==> src/rtl/ttt_sparse_sweep_scheduler.sv <==
// ttt_sparse_sweep_scheduler
// Collects event bits into a pending vector. On start it snapshots that vector
// and issues the index of each set bit, lowest first, over a valid/ready
// handshake. Events that arrive during a sweep are kept for the next sweep.
// Optional feature: define TTT_SCHED_OVERFLOW_EN to enable the sticky overflow
// flag. It flags an event that merged into a bit that was already pending.
module ttt_sparse_sweep_scheduler #(
  parameter  int SIZE  = 8,
  localparam int IDX_W = $clog2(SIZE),
  localparam int CNT_W = $clog2(SIZE + 1)
) (
  input  logic             clk,
  input  logic             rst_n,
  input  logic [SIZE-1:0]  ev_in,
  input  logic             ev_strobe,
  input  logic             start,
  input  logic             out_ready,
  output logic             out_valid,
  output logic [IDX_W-1:0] out_idx,
  output logic             busy,
  output logic             done,
  output logic             pending_nonempty,
  output logic [CNT_W-1:0] issued_count,
  output logic             overflow
);

  typedef enum logic [1:0] {IDLE, ISSUE, DONE} state_t;

  localparam logic [SIZE-1:0] ONE = SIZE'(1);

  state_t          state;
  logic [SIZE-1:0] pending;
  logic [SIZE-1:0] snap;
  logic [SIZE-1:0] snap_next;
  logic [SIZE-1:0] pending_masked;
  logic            start_acc;

  // A start is only honoured in IDLE; it also wipes the pending vector,
  // because that vector is moved into the snapshot at the same edge.
  assign start_acc      = start && (state == IDLE);
  assign pending_masked = start_acc ? '0 : pending;

  // Clearing the lowest set bit removes the index being issued right now.
  assign snap_next        = snap & (snap - ONE);
  assign pending_nonempty = |pending;

  // Lowest set bit of the snapshot selects the index on offer.
  always_comb begin
    out_idx = '0;
    for (int i = SIZE - 1; i >= 0; i--) begin
      if (snap[i]) out_idx = IDX_W'(i);
    end
  end

  // Pending vector: events accumulate here, even while a sweep is running.
  always_ff @(posedge clk or negedge rst_n) begin
    if (!rst_n) begin
      pending <= '0;
    end else begin
      pending <= pending_masked | (ev_strobe ? ev_in : '0);
    end
  end

  // Sweep sequencer with its registered handshake and status outputs.
  always_ff @(posedge clk or negedge rst_n) begin
    if (!rst_n) begin
      state        <= IDLE;
      snap         <= '0;
      issued_count <= '0;
      out_valid    <= 1'b0;
      done         <= 1'b0;
      busy         <= 1'b0;
    end else begin
      case (state)
        IDLE: begin
          if (start) begin
            issued_count <= '0;
            busy         <= 1'b1;
            if (pending != '0) begin
              snap      <= pending;
              out_valid <= 1'b1;
              state     <= ISSUE;
            end else begin
              done  <= 1'b1;
              state <= DONE;
            end
          end
        end
        ISSUE: begin
          if (out_ready) begin
            snap         <= snap_next;
            issued_count <= issued_count + CNT_W'(1);
            if (snap_next == '0) begin
              out_valid <= 1'b0;
              done      <= 1'b1;
              state     <= DONE;
            end
          end
        end
        DONE: begin
          done  <= 1'b0;
          busy  <= 1'b0;
          state <= IDLE;
        end
        default: begin
          out_valid <= 1'b0;
          done      <= 1'b0;
          busy      <= 1'b0;
          state     <= IDLE;
        end
      endcase
    end
  end

`ifdef TTT_SCHED_OVERFLOW_EN
  logic ovf_set;

  assign ovf_set = ev_strobe && ((ev_in & pending_masked) != '0);

  // Sticky collision flag; a new collision outranks the clear from a start.
  always_ff @(posedge clk or negedge rst_n) begin
    if (!rst_n) begin
      overflow <= 1'b0;
    end else if (ovf_set) begin
      overflow <= 1'b1;
    end else if (start_acc) begin
      overflow <= 1'b0;
    end
  end
`else
  assign overflow = 1'b0;
`endif

endmodule

==> config.mk <==
export PLATFORM = sky130hd
export DESIGN_NAME = ttt_sparse_sweep_scheduler
export DESIGN_NICKNAME = d
export VERILOG_FILES = /design/src/rtl/ttt_sparse_sweep_scheduler.sv
export SDC_FILE = /design/constraint.sdc
export NUM_CORES = 1
export LEC_CHECK = 0
export BUFFER_PORTS_ARGS = -buffer_cell sky130_fd_sc_hd__clkbuf_2
export CORE_MARGIN = 5
export CORE_UTILIZATION = 58
export CTS_CLUSTER_DIAMETER = 200
export DETAILED_ROUTE_END_ITERATION = 12
export GPL_TIMING_DRIVEN = 0
export PLACE_DENSITY = 0.91
export SLEW_MARGIN = 20
export SYNTH_ARGS = -nofsm -noshare
export SYNTH_HDL_FRONTEND = slang
export SYNTH_SLANG_ARGS = --single-unit
==> constraint.sdc <==
create_clock -name clk -period 2.45 [get_ports clk]
set_input_delay 0.1225 -clock clk [delete_from_list [all_inputs] [get_ports clk]]
set_output_delay 0.1225 -clock clk [all_outputs]
set_load 0.005 [all_outputs]
==> results of run 1 <==
==> power groups by stage <==
stage / registers [W] / logic [W] / clock network, W
after global placement: 0.000810 / 0.000899 / 0
after detailed placement: 0.000825 / 0.000950 / 0
after floorplan: 0.000781 / 0.000693 / 0
after CTS: 0.000816 / 0.000961 / 0.000187
final: 0.000822 / 0.000966 / 0.000188
after global routing: 0.000853 / 0.00108 / 0.000210
==> flip-flops by register name (all words and copies together), names as in the netlist <==
register / count
pending: 8
done: 1
busy: 1
snap: 8
out_valid: 1
issued_count: 4
state: 2
==> routing by layer <==
metal / routed length (um) / track usage [%] / part of all wire (%)
met1: 1230 / 25.4 / 41
met2: 1470 / 33.4 / 49
met3: 228 / 4.68 / 7.5
met4: 88 / 8.61 / 2.9
met5: 0 / 0 / 0
==> layout by cell type (no fill, tap or decap), types with 2 or more instances in the layout <==
| cell type | instances |
|---|---|
| sky130_fd_sc_hd__a211oi_1 | 2 |
| sky130_fd_sc_hd__a21o_1 | 2 |
| sky130_fd_sc_hd__a21oi_1 | 6 |
| sky130_fd_sc_hd__a22o_1 | 15 |
| sky130_fd_sc_hd__a31oi_1 | 2 |
| sky130_fd_sc_hd__clkbuf_1 | 5 |
| sky130_fd_sc_hd__clkbuf_2 | 22 |
| sky130_fd_sc_hd__clkbuf_4 | 3 |
| sky130_fd_sc_hd__dfrtp_1 | 25 |
| sky130_fd_sc_hd__inv_1 | 6 |
| sky130_fd_sc_hd__maj3_1 | 2 |
| sky130_fd_sc_hd__nand2_1 | 9 |
| sky130_fd_sc_hd__nand2b_1 | 3 |
| sky130_fd_sc_hd__nand3_1 | 3 |
| sky130_fd_sc_hd__nor2_1 | 10 |
| sky130_fd_sc_hd__nor2b_1 | 3 |
| sky130_fd_sc_hd__nor3_1 | 4 |
| sky130_fd_sc_hd__nor4_2 | 2 |
| sky130_fd_sc_hd__o21ai_0 | 4 |
| sky130_fd_sc_hd__o21ai_1 | 6 |
| sky130_fd_sc_hd__o21bai_1 | 2 |
| sky130_fd_sc_hd__o22a_1 | 2 |
| sky130_fd_sc_hd__or3_1 | 2 |
==> Yosys cell counts, drive strengths merged <==
| master | n |
|---|---|
| a31oi | 2 |
| or3 | 2 |
| a21o | 2 |
| nand3 | 3 |
| clkbuf | 4 |
| buf | 3 |
| o21a | 1 |
| nand4 | 1 |
| a21bo | 1 |
| o22a | 2 |
| o21bai | 2 |
| conb | 1 |
| nor3 | 4 |
| nand2b | 3 |
| o22ai | 1 |
| inv | 7 |
| nor4 | 3 |
| a31o | 1 |
| o21ai | 10 |
| a21boi | 1 |
| a311o | 1 |
| a221o | 1 |
| nor2 | 10 |
| mux2i | 1 |
| a211oi | 3 |
| nand2 | 9 |
| maj3 | 2 |
| nor2b | 3 |
| a32o | 1 |
| a21oi | 7 |
| ha | 1 |
| a22o | 15 |
| o2bb2ai | 1 |
| dfrtp | 25 |
==> metrics by stage <==
step / instance area, um^2 / power (W) / hold slack, ns
floorplan: 1330 / 0.00147 / -0.173
global placement: 1470 / 0.00171 / 0.146
detailed placement: 1470 / 0.00177 / 0.154
CTS: 1510 / 0.00196 / 0.0272
global route: 1510 / 0.00214 / 0.0139
finish: 1510 / 0.00198 / 0.0249
==> cells by family after synthesis <==
group	after synthesis	share of synthesized area (%)
adder cells (fa/ha/maj)	3	2.46
AO/OA/AOI/OAI	52	29.2
flip-flops	25	47.2
multiplexers	1	0.755
other	1	0.283
AND/OR/NAND/NOR	38	15.8
buffers and inverters	14	4.34
==> worst register-to-register path, stage by stage, from the launching register on <==
cell	delay, ns
sky130_fd_sc_hd__dfrtp_1	0.38
sky130_fd_sc_hd__clkbuf_1	0.19
sky130_fd_sc_hd__or3_1	0.41
sky130_fd_sc_hd__o22a_1	0.25
sky130_fd_sc_hd__a211oi_1	0.30
sky130_fd_sc_hd__nor2_1	0.08
sky130_fd_sc_hd__a31o_1	0.23
==> area by class of cell <==
type	count	area, um^2
multi-input cells	95	642
plain buffers	7	31.3
fillers	166	684
repair buffers	23	120
flip-flops and latches	25	626
inverters	7	26.3
well taps	28	35.0
clock buffers	4	26.3
==> path summary, 6_finish.rpt <==
kind | end | startpoint | cells after the start
setup / recovery | done | snap[0] | 6
hold / removal | pending[0] | ev_in[0] | 2
setup reg to reg | done | snap[0] | 6
hold reg to reg | busy | busy | 2
max in group asynchronous | snap[7] | rst_n | 2
min in group asynchronous | pending[5] | rst_n | 2
==> impl_table.tex, run 1 <==
\begin{tabular}{lr}
\hline
Metric & Value \\
\hline
\multicolumn{2}{l}{\textbf{Global routing}} \\
Largest net degree at the start of global routing & 26 \\
GRT Util Overall & 20.3\% \\
Global-route wire length before repair & 5330 um \\
Number of global-route vias before repair & 1,196 \\
Initial antenna violation count & 0 \\
Final global-route overflow total & 0 \\
\multicolumn{2}{l}{\textbf{STA}} \\
Worst clock skew & 0.00394 ns \\
Final-report setup violation count & 0 \\
Final hold violation count & 0 \\
Highest Clock Rate & 0.516 GHz \\
Post-route fraction of the period consumed by the critical path & 79.1\% \\
Transition at the pin with the smallest max-transition slack & 0.615 ns \\
Shortest period the worst path allows & 1.94 ns \\
Number of max-slew violations in the final report & 0 \\
Final setup TNS & 0 ns \\
Slack of the critical path & 0.512 ns \\
RSZ-0062 raised after global routing & no \\
Worst slew margin relative to its limit & 59.0\% \\
\multicolumn{2}{l}{\textbf{Clock network}} \\
Clock-pin slew on the worst setup and hold paths & 0.13 ns \\
Number of buffers inserted by hold repair at cts & 1 \\
Latest clock arrival within the worst-skew pair & 0.32 ns \\
Count of H-tree levels built during CTS & 1 \\
Post-CTS setup repair buffer count & 0 \\
Cell at the root of the clock tree & sky130\_fd\_sc\_hd\_\_clkbuf\_4 \\
TritonCTS Sinks & 25 \\
TritonCTS clock tree & done \\
Total clock buffers created by CTS & 3 \\
Buffers from clock root to sink, at most & 2 \\
Post-cts gate resize count & 0 \\
\multicolumn{2}{l}{\textbf{Route}} \\
Final routed wirelength across all metal layers & 3020 um \\
Average detailed-routed wire length per instance & 16.0 um \\
Vias per std cell & 6.29 \\
First-pass detailed-route iteration total & 4 \\
Violation count after the first detailed-route iteration & 51 \\
Total number of vias & 1,189 \\
Residual DRC count & 0 \\
Post-route antenna net violation count & 0 \\
\multicolumn{2}{l}{\textbf{Pwr}} \\
Static leakage & 0.685 nW \\
Max rail drop VDD & 0.807 mV \\
Clock network fraction of total power & 9.5\% \\
Pwr/cell area & 1310 nW/um\^{}2 \\
Relative contribution of combinational cells to total power & 48.9\% \\
Register share of total power & 41.6\% \\
Switching Power & 0.000860 W \\
Switching part of the total power & 43.5\% \\
Power Internal & 0.00112 W \\
\multicolumn{2}{l}{\textbf{Floorplan}} \\
Die span in y & 57.8 um \\
Core Area & 2190 um\^{}2 \\
DIE WIDTH & 57.8 um \\
Io pins & 25 \\
Full die area & 3340 um\^{}2 \\
Count of standard-cell rows & 17 \\
Initial cell density of the core & 60.5\% \\
\multicolumn{2}{l}{\textbf{Job}} \\
Number of max-capacitance violations reported & 0 \\
\multicolumn{2}{l}{\textbf{Worst setup path}} \\
Worst path buffer plus inverter count & 1 \\
Worst Path Required & 2.68 ns \\
Setup Crit Path Kind & reg2reg \\
Longest individual stage delay on the worst path & 0.41 ns \\
Flop2flop setup slack & 0.51 ns \\
Critical Path End Type & register \\
Crit Path Max Fanout & 8 \\
CP Launch Type & register \\
Slowest-stage cell, CP & sky130\_fd\_sc\_hd\_\_or3\_1 \\
Kind of cell with the highest combined delay on the critical path & compound AO/OA/AOI/OAI gates \\
Data arrival time of the worst path & 2.17 ns \\
Cells along the critical path & clkbuf\_1 > or3\_1 > o22a\_1 > a211oi\_1 > nor2\_1 > a31o\_1 \\
\multicolumn{2}{l}{\textbf{Place}} \\
Final GP Congestion & 0.945 \\
Worst slack at placement & 0.539 ns \\
Half-perimeter wire length of the detailed placement result & 2240 um \\
Placed Cells incl. Taps & 184 \\
Count of input and output buffers & 22 \\
\multicolumn{2}{l}{\textbf{Synth}} \\
Net Count, Synth & 148 \\
Cells taking the most area after synthesis & sky130\_fd\_sc\_hd\_\_dfrtp\_1 (47\%), sky130\_fd\_sc\_hd\_\_a22o\_1 (9.9\%), sky130\_fd\_sc\_hd\_\_nor2\_1 (2.8\%) \\
Synthesized netlist cell count & 134 \\
Count of different cell masters after synthesis & 41 \\
Post-synthesis cell type with the largest combined area & sky130\_fd\_sc\_hd\_\_dfrtp\_1 \\
Portion of synthesized cell area occupied by the leading cell type & 47.2\% \\
Synthesized area & 1330 um\^{}2 \\
Flops \& latches, synth & 25 \\
Fraction of the yosys area taken by sequential cells & 47.2\% \\
Yosys warning count & 0 \\
Synth Area per Inst & 9.89 um\^{}2 \\
\multicolumn{2}{l}{\textbf{Outcome}} \\
Run status & finished clean \\
\multicolumn{2}{l}{\textbf{Finish}} \\
Non-filler cells in the finished layout & 189 \\
Post-layout net count & 176 \\
Antenna Cells & 0 \\
Share of cells above drive strength 1 & 21.1\% \\
Final core area utilization & 68.8\% \\
Area growth from synthesis to layout & 13.7\% \\
\multicolumn{2}{l}{\textbf{Hold path}} \\
Class of the most critical hold timing path & in2reg \\
\hline
\end{tabular}
(Power assumes the default switching activity.)
==> inputs of run 2 (changes only) <==
Settings changed: CORE_UTILIZATION 58 to 54, PLACE_DENSITY 0.91 to 0.86.
Clock period 2.45 ns to 1.8 ns, I/O delays scaled along.
==> run 2 against run 1 <==
Sequential power rose by 45%. Clock power increased by 32%. Cell area up 11%. Die area grew 6.1%. Worst hold slack got worse by 0.018 ns. Wire length rose by 6.0%. Non-clock buffer count up 11. Sequential cell count is the same. Total power increased by 48%. First-iteration DRC count up 16%. Largest power group unchanged. Via count down 0.67%.
==> impl_table.tex, run 2 (same netlist as run 1, synthesis figures left out) <==
\begin{tabular}{lr}
\hline
Metric & Value \\
\hline
\multicolumn{2}{l}{\textbf{Pwr}} \\
Final total power & 0.00292 W (was 0.00198 W) \\
Max rail drop VDD & 1.11 mV (was 0.807 mV) \\
Pwr/cell area & 1750 nW/um\^{}2 (was 1310 nW/um\^{}2) \\
Static leakage & 0.749 nW (was 0.685 nW) \\
\multicolumn{2}{l}{\textbf{Hold path}} \\
Hold-critical path depth & 2 (unchanged) \\
Class of the most critical hold timing path & in2reg (unchanged) \\
\multicolumn{2}{l}{\textbf{STA}} \\
Final-report setup violation count & 0 (unchanged) \\
Shortest period the worst path allows & 1.79 ns (was 1.94 ns) \\
Highest Clock Rate & 0.560 GHz (was 0.516 GHz) \\
Worst clock skew & 0.00350 ns (was 0.00394 ns) \\
Final hold violation count & 0 (unchanged) \\
Final setup TNS & 0 ns (unchanged) \\
Slack of the critical path & 0.0132 ns (was 0.512 ns) \\
RSZ-0062 raised after global routing & yes (was no) \\
Number of max-slew violations in the final report & 0 (unchanged) \\
Worst slew margin relative to its limit & 58.5\% (was 59.0\%) \\
Transition at the pin with the smallest max-transition slack & 0.623 ns (was 0.615 ns) \\
Post-route fraction of the period consumed by the critical path & 99.3\% (was 79.1\%) \\
\multicolumn{2}{l}{\textbf{Global routing}} \\
Initial antenna violation count & 0 (unchanged) \\
Final global-route overflow total & 0 (unchanged) \\
Number of global-route vias before repair & 1,050 (was 1,196) \\
Global-route wire length before repair & 5140 um (was 5330 um) \\
Largest net degree at the start of global routing & 26 (unchanged) \\
GRT Util Overall & 18.9\% (was 20.3\%) \\
\multicolumn{2}{l}{\textbf{Route}} \\
Total number of vias & 1,181 (was 1,189) \\
First-pass detailed-route iteration total & 4 (unchanged) \\
Final routed wirelength across all metal layers & 3200 um (was 3020 um) \\
Post-route antenna net violation count & 0 (unchanged) \\
Average detailed-routed wire length per instance & 15.8 um (was 16.0 um) \\
Residual DRC count & 0 (unchanged) \\
Violation count after the first detailed-route iteration & 59 (was 51) \\
Vias per std cell & 5.85 (was 6.29) \\
\multicolumn{2}{l}{\textbf{Worst setup path}} \\
Critical Path End Type & register (unchanged) \\
Cells along the critical path & nor2b\_2 > a21bo\_2 > a21oi\_2 > o21ai\_1 > a32o\_1 (was clkbuf\_1 > or3\_1 > o22a\_1 > a211oi\_1 > nor2\_1 > a31o\_1) \\
Crit Path Max Fanout & 9 (was 8) \\
Worst-case reg-to-reg path depth & 5 (was 6) \\
Worst path buffer plus inverter count & 0 (was 1) \\
Worst Path Required & 2.01 ns (was 2.68 ns) \\
Reg-to-Reg Start & state[0] (was snap[0]) \\
Setup Crit Path Kind & reg2reg (unchanged) \\
Data arrival time of the worst path & 2.00 ns (was 2.17 ns) \\
Number of cells on the critical path & 5 (was 6) \\
Kind of cell with the highest combined delay on the critical path & compound AO/OA/AOI/OAI gates (unchanged) \\
Flop2flop setup slack & 0.01 ns (was 0.51 ns) \\
End of the worst register-to-register path & snap[5] (was done) \\
Longest individual stage delay on the worst path & 0.44 ns (was 0.41 ns) \\
Slowest-stage cell, CP & sky130\_fd\_sc\_hd\_\_dfrtp\_1 (was sky130\_fd\_sc\_hd\_\_or3\_1) \\
Timing endpoint of the critical path & snap[5] (was done) \\
CP Launch Type & register (unchanged) \\
Crit path launch & state[0] (was snap[0]) \\
\multicolumn{2}{l}{\textbf{Clock network}} \\
Count of H-tree levels built during CTS & 1 (unchanged) \\
TritonCTS clock tree & done (unchanged) \\
Buffers from clock root to sink, at most & 2 (unchanged) \\
Total clock buffers created by CTS & 3 (unchanged) \\
Clock-pin slew on the worst setup and hold paths & 0.14 ns (was 0.13 ns) \\
TritonCTS Sinks & 25 (unchanged) \\
Latest clock arrival within the worst-skew pair & 0.31 ns (was 0.32 ns) \\
Cell at the root of the clock tree & sky130\_fd\_sc\_hd\_\_clkbuf\_4 (unchanged) \\
\multicolumn{2}{l}{\textbf{Finish}} \\
Most common cell after layout, fill and taps aside & sky130\_fd\_sc\_hd\_\_clkbuf\_2 (was sky130\_fd\_sc\_hd\_\_dfrtp\_1) \\
Filler instances & 179 (was 166) \\
Largest registers & pending x8, snap x8, issued\_count x4 (unchanged) \\
Area growth from synthesis to layout & 25.9\% (was 13.7\%) \\
Most used cells in the layout excluding fill and tap cells & sky130\_fd\_sc\_hd\_\_clkbuf\_2 (22), sky130\_fd\_sc\_hd\_\_dfrtp\_1 (20), sky130\_fd\_sc\_hd\_\_a22o\_1 (15), sky130\_fd\_sc\_hd\_\_nor2\_1 (9), sky130\_fd\_sc\_hd\_\_nand2\_1 (9) (was sky130\_fd\_sc\_hd\_\_dfrtp\_1 (25), sky130\_fd\_sc\_hd\_\_clkbuf\_2 (22), sky130\_fd\_sc\_hd\_\_a22o\_1 (15), sky130\_fd\_sc\_hd\_\_nor2\_1 (10), sky130\_fd\_sc\_hd\_\_nand2\_1 (9)) \\
Sequential Area & 632 um\^{}2 (was 626 um\^{}2) \\
Non-filler cells in the finished layout & 202 (was 189) \\
Share of cells above drive strength 1 & 30.2\% (was 21.1\%) \\
Total area of multi-input combinational cells & 692 um\^{}2 (was 642 um\^{}2) \\
Post-layout net count & 187 (was 176) \\
Antenna Cells & 0 (unchanged) \\
Final core area utilization & 69.2\% (was 68.8\%) \\
\multicolumn{2}{l}{\textbf{Floorplan}} \\
Count of standard-cell rows & 18 (was 17) \\
Initial cell density of the core & 55.0\% (was 60.5\%) \\
Die span in y & 59.5 um (was 57.8 um) \\
DIE WIDTH & 59.5 um (was 57.8 um) \\
Io pins & 25 (unchanged) \\
Full die area & 3540 um\^{}2 (was 3340 um\^{}2) \\
Core Area & 2410 um\^{}2 (was 2190 um\^{}2) \\
\multicolumn{2}{l}{\textbf{Place}} \\
Placed Cells incl. Taps & 186 (was 184) \\
Final GP Congestion & 0.875 (was 0.945) \\
Count of input and output buffers & 22 (unchanged) \\
Half-perimeter wire length of the detailed placement result & 2100 um (was 2240 um) \\
Worst slack at placement & -0.114 ns (was 0.539 ns) \\
\multicolumn{2}{l}{\textbf{Job}} \\
Number of max-capacitance violations reported & 0 (unchanged) \\
\multicolumn{2}{l}{\textbf{Outcome}} \\
Run status & finished clean (unchanged) \\
\hline
\end{tabular}
[run 2: final cells by class]
type	instances	share of cell area, %
flip-flops and latches	25	37.9
well taps	30	2.25
plain buffers	6	1.65
clock inverters	1	0.300
multi-input cells	95	41.5
repair buffers	35	13.5
clock buffers	3	1.35
inverters	7	1.58
[run 2: metal layers]
metal / up-vias / wire [um] / share of wire [%] / track usage [%]
met2: 38 / 1530 / 48 / 29.6
met4: 0 / 23 / 0.72 / 5.06
li1: 572 / - / - / -
met3: 4 / 189 / 5.9 / 2.83
met5: - / 0 / 0 / 0
met1: 567 / 1460 / 45 / 27.1
[run 2: metrics by stage]
stage | cell area (um^2) | hold slack [ns]
detailed placement | 1470 | 0.129
global placement | 1470 | 0.115
floorplan | 1330 | -0.206
CTS | 1560 | 0.000832
finish | 1670 | 0.00690
global route | 1670 | 0.00497
[run 2: how the worst min path moves through the flow]
stage	endpoint	from
after floorplan	busy	rst_n
after global placement	pending[0]	rst_n
after detailed placement	pending[0]	rst_n
after CTS	pending[1]	ev_in[1]
after global routing	pending[6]	ev_in[6]
final	pending[5]	ev_in[5]
[run 2: timing repair]
item / in CTS / in global routing
cloned: 0 / 0
hold endpoints to repair: 28 / 3
hold buffers: 4 / 3
resized for setup: 5 / 9
pin swaps: 0 / 11
setup buffers: 0 / 6
setup endpoints to repair: 5 / 5
[run 2: power breakdown]
group	total [W]	switching (W)	internal (W)
sequential	0.00119	0.000367	0.000824
clock	0.000249	0.000166	0.0000829
combinational	0.00148	0.000743	0.000736
total	0.00292	0.00128	0.00164
